--- src/rtl/mpt_pkg.sv ---
// Shared constants and types for the MPT walker / PLB cache port arbitration.
package mpt_pkg;

  // Number of requesters sharing the PLB cache memory port.
  localparam int PLB_ARB_NUM_PORTS       = 2;
  // Depth of the in-flight response-ID FIFO (power of two).
  localparam int PLB_ARB_MAX_OUTSTANDING = 4;

  // Requester indices on the shared PLB cache port.
  typedef enum logic [0:0] {
    PLB_ARB_LOOKUP = 1'b0,
    PLB_ARB_REFILL = 1'b1
  } plb_arb_port_e;

  // Increment an index and wrap it back to zero at n.
  function automatic int unsigned plb_arb_wrap_inc(input int unsigned idx,
                                                   input int unsigned n);
    int unsigned v_next;
    v_next = idx + 32'd1;
    if (v_next >= n) begin
      v_next = 32'd0;
    end else begin
      v_next = v_next;
    end
    return v_next;
  endfunction

endpackage

--- src/rtl/plb_arb_id_fifo.sv ---
// In-flight requester-ID FIFO: one entry per granted, not yet answered transaction.
module plb_arb_id_fifo #(
  parameter int WIDTH = 1,
  parameter int DEPTH = 4
) (
  input  logic                       clk_i,
  input  logic                       rst_ni,
  input  logic                       push_i,
  input  logic [WIDTH-1:0]           data_i,
  input  logic                       pop_i,
  output logic                       full_o,
  output logic                       empty_o,
  output logic [$clog2(DEPTH):0]     count_o,
  output logic [WIDTH-1:0]           head_o
);

  localparam int AW = $clog2(DEPTH);
  localparam int CW = AW + 1;

  logic [WIDTH-1:0] r_mem [DEPTH];
  logic [AW-1:0]    r_wr_ptr;
  logic [AW-1:0]    r_rd_ptr;
  logic [CW-1:0]    r_count;
  logic             w_push;
  logic             w_pop;

  assign full_o  = (r_count == CW'(DEPTH));
  assign empty_o = (r_count == {CW{1'b0}});
  assign count_o = r_count;
  assign head_o  = r_mem[r_rd_ptr];

  // Protect against overflow/underflow so the pointers never desynchronise.
  assign w_push = push_i & ~full_o;
  assign w_pop  = pop_i  & ~empty_o;

  // Storage, pointers and occupancy; pointers wrap naturally (power-of-two depth).
  always_ff @(posedge clk_i or negedge rst_ni) begin
    if (!rst_ni) begin
      for (int i = 0; i < DEPTH; i++) begin
        r_mem[i] <= {WIDTH{1'b0}};
      end
      r_wr_ptr <= {AW{1'b0}};
      r_rd_ptr <= {AW{1'b0}};
      r_count  <= {CW{1'b0}};
    end else begin
      if (w_push) begin
        r_mem[r_wr_ptr] <= data_i;
        r_wr_ptr        <= r_wr_ptr + AW'(1'b1);
      end else begin
        r_wr_ptr <= r_wr_ptr;
      end
      if (w_pop) begin
        r_rd_ptr <= r_rd_ptr + AW'(1'b1);
      end else begin
        r_rd_ptr <= r_rd_ptr;
      end
      case ({w_push, w_pop})
        2'b10:   r_count <= r_count + CW'(1'b1);
        2'b01:   r_count <= r_count - CW'(1'b1);
        default: r_count <= r_count;
      endcase
    end
  end

endmodule

--- src/rtl/plb_port_arbiter.sv ---
// Round-robin arbiter with request lock sharing the PLB cache memory port,
// routing in-order responses back to the requester that issued each transaction.
module plb_port_arbiter
  import mpt_pkg::*;
#(
  parameter int NUM_PORTS       = PLB_ARB_NUM_PORTS,
  parameter int DATA_WIDTH      = 8,
  parameter int ADDR_WIDTH      = 32,
  parameter int MAX_OUTSTANDING = PLB_ARB_MAX_OUTSTANDING
) (
  input  logic                                   clk_i,
  input  logic                                   rst_ni,
  input  logic [NUM_PORTS-1:0]                   s_mem_req,
  output logic [NUM_PORTS-1:0]                   s_mem_gnt,
  input  logic [NUM_PORTS-1:0][ADDR_WIDTH-1:0]   s_mem_addr,
  input  logic [NUM_PORTS-1:0]                   s_mem_we,
  input  logic [NUM_PORTS-1:0][DATA_WIDTH-1:0]   s_mem_wdata,
  input  logic [NUM_PORTS-1:0][DATA_WIDTH/8-1:0] s_mem_be,
  output logic [NUM_PORTS-1:0]                   s_mem_valid,
  output logic [NUM_PORTS-1:0][DATA_WIDTH-1:0]   s_mem_rdata,
  output logic                                   m_mem_req,
  output logic [ADDR_WIDTH-1:0]                  m_mem_addr,
  output logic                                   m_mem_we,
  output logic [DATA_WIDTH-1:0]                  m_mem_wdata,
  output logic [DATA_WIDTH/8-1:0]                m_mem_be,
  input  logic                                   m_mem_gnt,
  input  logic                                   m_mem_valid,
  input  logic [DATA_WIDTH-1:0]                  m_mem_rdata,
  output logic [$clog2(MAX_OUTSTANDING):0]       outstanding_o,
  output logic                                   err_o
);

  localparam int IDX_W = (NUM_PORTS > 1) ? $clog2(NUM_PORTS) : 1;
  localparam int CNT_W = $clog2(MAX_OUTSTANDING) + 1;
  localparam int BE_W  = DATA_WIDTH / 8;

  logic [IDX_W-1:0] r_rr_ptr;
  logic [IDX_W-1:0] r_lock_idx;
  logic             r_lock_vld;
  logic             r_err;

  logic [IDX_W-1:0] w_scan_idx;
  logic             w_scan_vld;
  logic [IDX_W-1:0] w_win_idx;
  logic             w_win_vld;
  logic             w_grant;
  logic             w_pop;
  logic             w_full;
  logic             w_empty;
  logic [IDX_W-1:0] w_head;
  logic [CNT_W-1:0] w_count;
  logic [IDX_W-1:0] w_rr_nxt;
  logic             w_lock_vld_nxt;
  logic [IDX_W-1:0] w_lock_idx_nxt;

  // Round-robin scan: first requester at or after the rr pointer, wrapping at NUM_PORTS.
  // Offsets are visited from farthest to nearest so the nearest request wins.
  always_comb begin
    logic [IDX_W:0] v_sum;
    w_scan_vld = 1'b0;
    w_scan_idx = {IDX_W{1'b0}};
    v_sum      = {(IDX_W+1){1'b0}};
    for (int k = NUM_PORTS - 1; k >= 0; k--) begin
      v_sum = {1'b0, r_rr_ptr} + (IDX_W+1)'(k);
      if (v_sum >= (IDX_W+1)'(NUM_PORTS)) begin
        v_sum = v_sum - (IDX_W+1)'(NUM_PORTS);
      end else begin
        v_sum = v_sum;
      end
      if (s_mem_req[v_sum[IDX_W-1:0]]) begin
        w_scan_vld = 1'b1;
        w_scan_idx = v_sum[IDX_W-1:0];
      end else begin
        w_scan_vld = w_scan_vld;
      end
    end
  end

  // Winner: a locked requester keeps the port; if it dropped its request, nobody wins.
  always_comb begin
    w_win_idx = w_scan_idx;
    w_win_vld = w_scan_vld;
    if (r_lock_vld) begin
      w_win_idx = r_lock_idx;
      w_win_vld = s_mem_req[r_lock_idx];
    end else begin
      w_win_idx = w_scan_idx;
      w_win_vld = w_scan_vld;
    end
  end

  assign w_grant = m_mem_req & m_mem_gnt;
  assign w_pop   = m_mem_valid & ~w_empty;

  // Cache-side request: muxed from the winner, held back while the ID FIFO is full.
  always_comb begin
    m_mem_req   = w_win_vld & ~w_full;
    m_mem_addr  = {ADDR_WIDTH{1'b0}};
    m_mem_we    = 1'b0;
    m_mem_wdata = {DATA_WIDTH{1'b0}};
    m_mem_be    = {BE_W{1'b0}};
    if (m_mem_req) begin
      m_mem_addr  = s_mem_addr[w_win_idx];
      m_mem_we    = s_mem_we[w_win_idx];
      m_mem_wdata = s_mem_wdata[w_win_idx];
      m_mem_be    = s_mem_be[w_win_idx];
    end else begin
      m_mem_addr  = {ADDR_WIDTH{1'b0}};
    end
  end

  // Requester grants: pass the cache grant straight through to the winner only.
  always_comb begin
    s_mem_gnt = {NUM_PORTS{1'b0}};
    if (w_grant) begin
      s_mem_gnt[w_win_idx] = 1'b1;
    end else begin
      s_mem_gnt = {NUM_PORTS{1'b0}};
    end
  end

  // Response routing: the oldest in-flight ID receives this cycle's response.
  always_comb begin
    s_mem_valid = {NUM_PORTS{1'b0}};
    s_mem_rdata = {(NUM_PORTS*DATA_WIDTH){1'b0}};
    if (w_pop) begin
      s_mem_valid[w_head] = 1'b1;
      s_mem_rdata[w_head] = m_mem_rdata;
    end else begin
      s_mem_valid = {NUM_PORTS{1'b0}};
    end
  end

  // Next rr pointer and lock state.
  always_comb begin
    w_rr_nxt       = r_rr_ptr;
    w_lock_vld_nxt = r_lock_vld;
    w_lock_idx_nxt = r_lock_idx;
    if (w_grant) begin
      w_rr_nxt       = IDX_W'(plb_arb_wrap_inc(32'(w_win_idx), NUM_PORTS));
      w_lock_vld_nxt = 1'b0;
    end else if (r_lock_vld && !s_mem_req[r_lock_idx]) begin
      // Locked requester withdrew before being granted: release the port.
      w_lock_vld_nxt = 1'b0;
    end else if (m_mem_req && !m_mem_gnt) begin
      w_lock_vld_nxt = 1'b1;
      w_lock_idx_nxt = w_win_idx;
    end else begin
      w_lock_vld_nxt = r_lock_vld;
    end
  end

  // Arbitration state registers.
  always_ff @(posedge clk_i or negedge rst_ni) begin
    if (!rst_ni) begin
      r_rr_ptr   <= {IDX_W{1'b0}};
      r_lock_vld <= 1'b0;
      r_lock_idx <= {IDX_W{1'b0}};
    end else begin
      r_rr_ptr   <= w_rr_nxt;
      r_lock_vld <= w_lock_vld_nxt;
      r_lock_idx <= w_lock_idx_nxt;
    end
  end

  // Sticky error: a response arrived while nothing was in flight.
  always_ff @(posedge clk_i or negedge rst_ni) begin
    if (!rst_ni) begin
      r_err <= 1'b0;
    end else if (m_mem_valid && w_empty) begin
      r_err <= 1'b1;
    end else begin
      r_err <= r_err;
    end
  end

  assign err_o         = r_err;
  assign outstanding_o = w_count;

  plb_arb_id_fifo #(
    .WIDTH (IDX_W),
    .DEPTH (MAX_OUTSTANDING)
  ) u_id_fifo (
    .clk_i   (clk_i),
    .rst_ni  (rst_ni),
    .push_i  (w_grant),
    .data_i  (w_win_idx),
    .pop_i   (w_pop),
    .full_o  (w_full),
    .empty_o (w_empty),
    .count_o (w_count),
    .head_o  (w_head)
  );

endmodule

--- config.mk ---
export PLATFORM = sky130hd
export DESIGN_NAME = plb_port_arbiter
export DESIGN_NICKNAME = d
export VERILOG_FILES = /design/src/rtl/mpt_pkg.sv /design/src/rtl/plb_arb_id_fifo.sv /design/src/rtl/plb_port_arbiter.sv
export SDC_FILE = /design/constraint.sdc
export NUM_CORES = 1
export LEC_CHECK = 0
export CORE_ASPECT_RATIO = 0.7
export CORE_UTILIZATION = 30
export CTS_BUF_LIST = sky130_fd_sc_hd__clkbuf_4 sky130_fd_sc_hd__clkbuf_8
export CTS_CLUSTER_SIZE = 12
export DETAILED_ROUTE_END_ITERATION = 16
export PLACE_DENSITY = 0.95
export SYNTH_ARGS = -nofsm -noshare
export SYNTH_HDL_FRONTEND = slang
export SYNTH_SLANG_ARGS = --single-unit
--- constraint.sdc ---
create_clock -name clk_i -period 2.6 [get_ports clk_i]
set_input_delay 0.39 -clock clk_i [delete_from_list [all_inputs] [get_ports clk_i]]
set_output_delay 0.39 -clock clk_i [all_outputs]
set_load 0.05 [all_outputs]
==> flow_summary.ini <==
[synthesis]
synth_area_um2 = 1570
ys_seq_area_frac = 0.238
ys_types = 33
syn_avg_cell_area_um2 = 6.50
ys_warn_count = 0
synth_seq_cells = 15
synth_cells = 242
synth_fp_nets = 346

[detailed_routing]
wirelength_um = 7680
drc = 0
avgViaCountPerCell = 4.93
drtAntennaViolNets = 0
drtIter0Drc = 76
vias = 2306
first_pass_iters = 6
wl_per_cell_um = 16.4

[placement]
pre_cts_slack_ps = -65.7
port_buffers = 164
hpwl_um = 6160
gp_congestion = 0.790
place_inst = 463

[grt]
gr-usage-all-layers = 0.271
use_met1 = 0.287
grt_remaining_overflow = 0
use_met3 = 0.0779
grt_pass1_wl_um = 11600
use_met2 = 0.499
grt_start_max_net_pins = 50
antenna_found_initial = 0
grt_busiest_layer = met2
grt_pass1_vias = 2305

[setup_path]
worst-path-buf-inv = 3
crit_slowest_cell = clkdlybuf4s50_1
ff2ff_setup_slack_ps = 490
cp_cell_sequence = clkdlybuf4s50_1 -> nor2b_2 -> o21a_2 -> clkbuf_16 -> nand2_1 -> a21oi_1 -> buf_12
rr_startpoint = u_id_fifo.count_o[0]
end_kind = output pin
path_max_fanout = 24
rr_worst_depth = 9
required_ps = 2210
path_class = primary input to output pin
critPathTopFamily = buffers and inverters
critPathMaxStageDelay_ps = 530
cp.arrival_ps = 2090
rr_endpoint = u_id_fifo.count_o[2]
startpoint_type = primary input

[timing]
min_period_over_period = 0.954
finalClockSkew_ps = 8.71
timing.fmax_ghz = 0.403
rsz0062_at_grt = false
relSlewSlack = 0.561
tns_ps = 0
setup_slack_ps = 120
drv_slew = 0
setup_viol = 0
hold_viol_final = 0
period_minus_slack_ps = 2480
tightest_slew_ps = 657
whs_ps = 496

[cts]
root_buffer = clkbuf_8
htreeDepth = 1
cts_buffers = 3
cts_tree = done
clockBufferDepth = 2
clk_latency_ps = 260
clock_sinks = 15
clkSlewWorstSetupHoldPaths_ps = 70
post_cts_buffers = 0

[worst_hold_path]
min_path_cells = 1
min_to = err_o
min-delay-start = err_o
hp-class = flop to flop

[floorplan]
die_area_um2 = 5540
die_x_um = 88.6
num_rows = 21
io-pin-count = 165
initial_core_util = 0.320
dieHeight_um = 62.6
core_um2 = 4910

[job]
cap_violations = 0

[pwr]
power.density_nw_per_um2 = 1430
leakagePower_nw = 1.70
ir_worst_vdd_v = 0.000733

[final_layout]
n_antenna_cell = 0
final_cell_mix = clkdlybuf4s50_1, nand2_1, buf_12
fin_nets = 504
fin_cells = 468
fin_util = 0.808
synthToLayoutAreaGrowth_pct = 152
final_common_cell = clkdlybuf4s50_1
drive_above_1_share = 0.218

[status]
outcome = finished clean
-- per-stage QoR --
stage,cell area [um2],total power [mW]
finish,3970,5.66
global placement,3880,5.28
CTS,3930,5.62
detailed placement,3880,5.41
global route,3970,5.94
floorplan,1570,3.11
-- timing repair --
action	in CTS	in global routing
hold buffers	0	0
resized for setup	2	4
cloned	0	1
endpoints found under the setup margin	2	42
-- cells in the mapped netlist --
cell,number,area [um2]
o211ai_2,1,12.5
buf_6,5,56.3
inv_1,8,30.0
dfrtp_1,15,375
and3_1,8,50.1
mux2_2,2,22.5
nor3_1,1,5.00
or2_2,1,6.26
nor2_1,12,45.0
o31ai_1,1,7.51
a21oi_1,47,235
xnor2_1,3,26.3
nand2b_1,1,6.26
fa_1,1,20.0
a21o_1,1,7.51
a211oi_1,1,7.51
a31oi_1,4,25.0
clkbuf_1,2,7.51
nor2b_1,3,18.8
nand2_1,95,357
o21a_1,1,7.51
o21ai_2,1,8.76
or3b_2,1,8.76
mux4_2,1,22.5
buf_4,2,15.0
mux2i_1,2,20.0
nor3b_1,1,7.51
and2_1,1,6.26
buf_2,8,40.0
xor2_1,3,26.3
ha_1,5,62.6
a211oi_2,1,12.5
o21ai_0,3,15.0
-- state kept, by name, indices dropped and copies added, names as in the netlist --
register	count
u_id_fifo.r_mem	4
u_id_fifo.count_o	3
r_rr_ptr	1
u_id_fifo.r_wr_ptr	2
err_o	1
r_lock_vld	1
r_lock_idx	1
u_id_fifo.r_rd_ptr	2
-- per-layer routing --
layer  vias up  routed length (um)
li1       1108                   -
met1      1074                2820
met2        97                4000
met3        27                 564
met4         0                 289
met5         -                   0
-- worst reg2reg max path, cell delays in order, from the launching register on --
cell and delay [ps]:
dfrtp_1 450, nor3b_1 330, a211oi_2 100, inv_1 120
ha_1 200, inv_1 60, fa_1 370, xor2_1 150
nor2_1 110, xor2_1 140
-- cell families after synthesis --
logic type               count (synthesis)  synth area share
buffers and inverters                   25            0.0946
XOR/XNOR                                 6            0.0334
AO/OA/AOI/OAI                           61             0.215
multiplexers                             5            0.0413
AND/OR/NAND/NOR                        124             0.324
flip-flops                              15             0.238
adder cells (fa/ha/maj)                  6            0.0525
-- power breakdown --
| part | internal [mW] | switching [mW] |
|---|---|---|
| combinational | 2.16 | 2.83 |
| clock | 0.106 | 0.0887 |
| sequential | 0.355 | 0.120 |
-- layout make-up --
cell class | count | area, um2
tap | 69 | 86.3
sequential | 15 | 375
multi-input combinational | 202 | 1080
timing repair buffer | 170 | 2350
fill | 316 | 943
clock buffer | 3 | 41.3
inverter | 8 | 30.0
clock inverter | 1 | 5.00
-- worst max-delay path by stage --
stage | start | depth (start not counted) | end
after floorplan | u_id_fifo.count_o[0] | 4 | m_mem_addr[21]
after global placement | s_mem_req[0] | 7 | m_mem_addr[6]
after detailed placement | s_mem_req[0] | 7 | m_mem_addr[6]
after CTS | s_mem_req[0] | 7 | m_mem_addr[6]
after global routing | s_mem_req[0] | 7 | m_mem_wdata[7]
final | s_mem_req[0] | 7 | m_mem_addr[29]
Power figures use the tool's default switching activity.
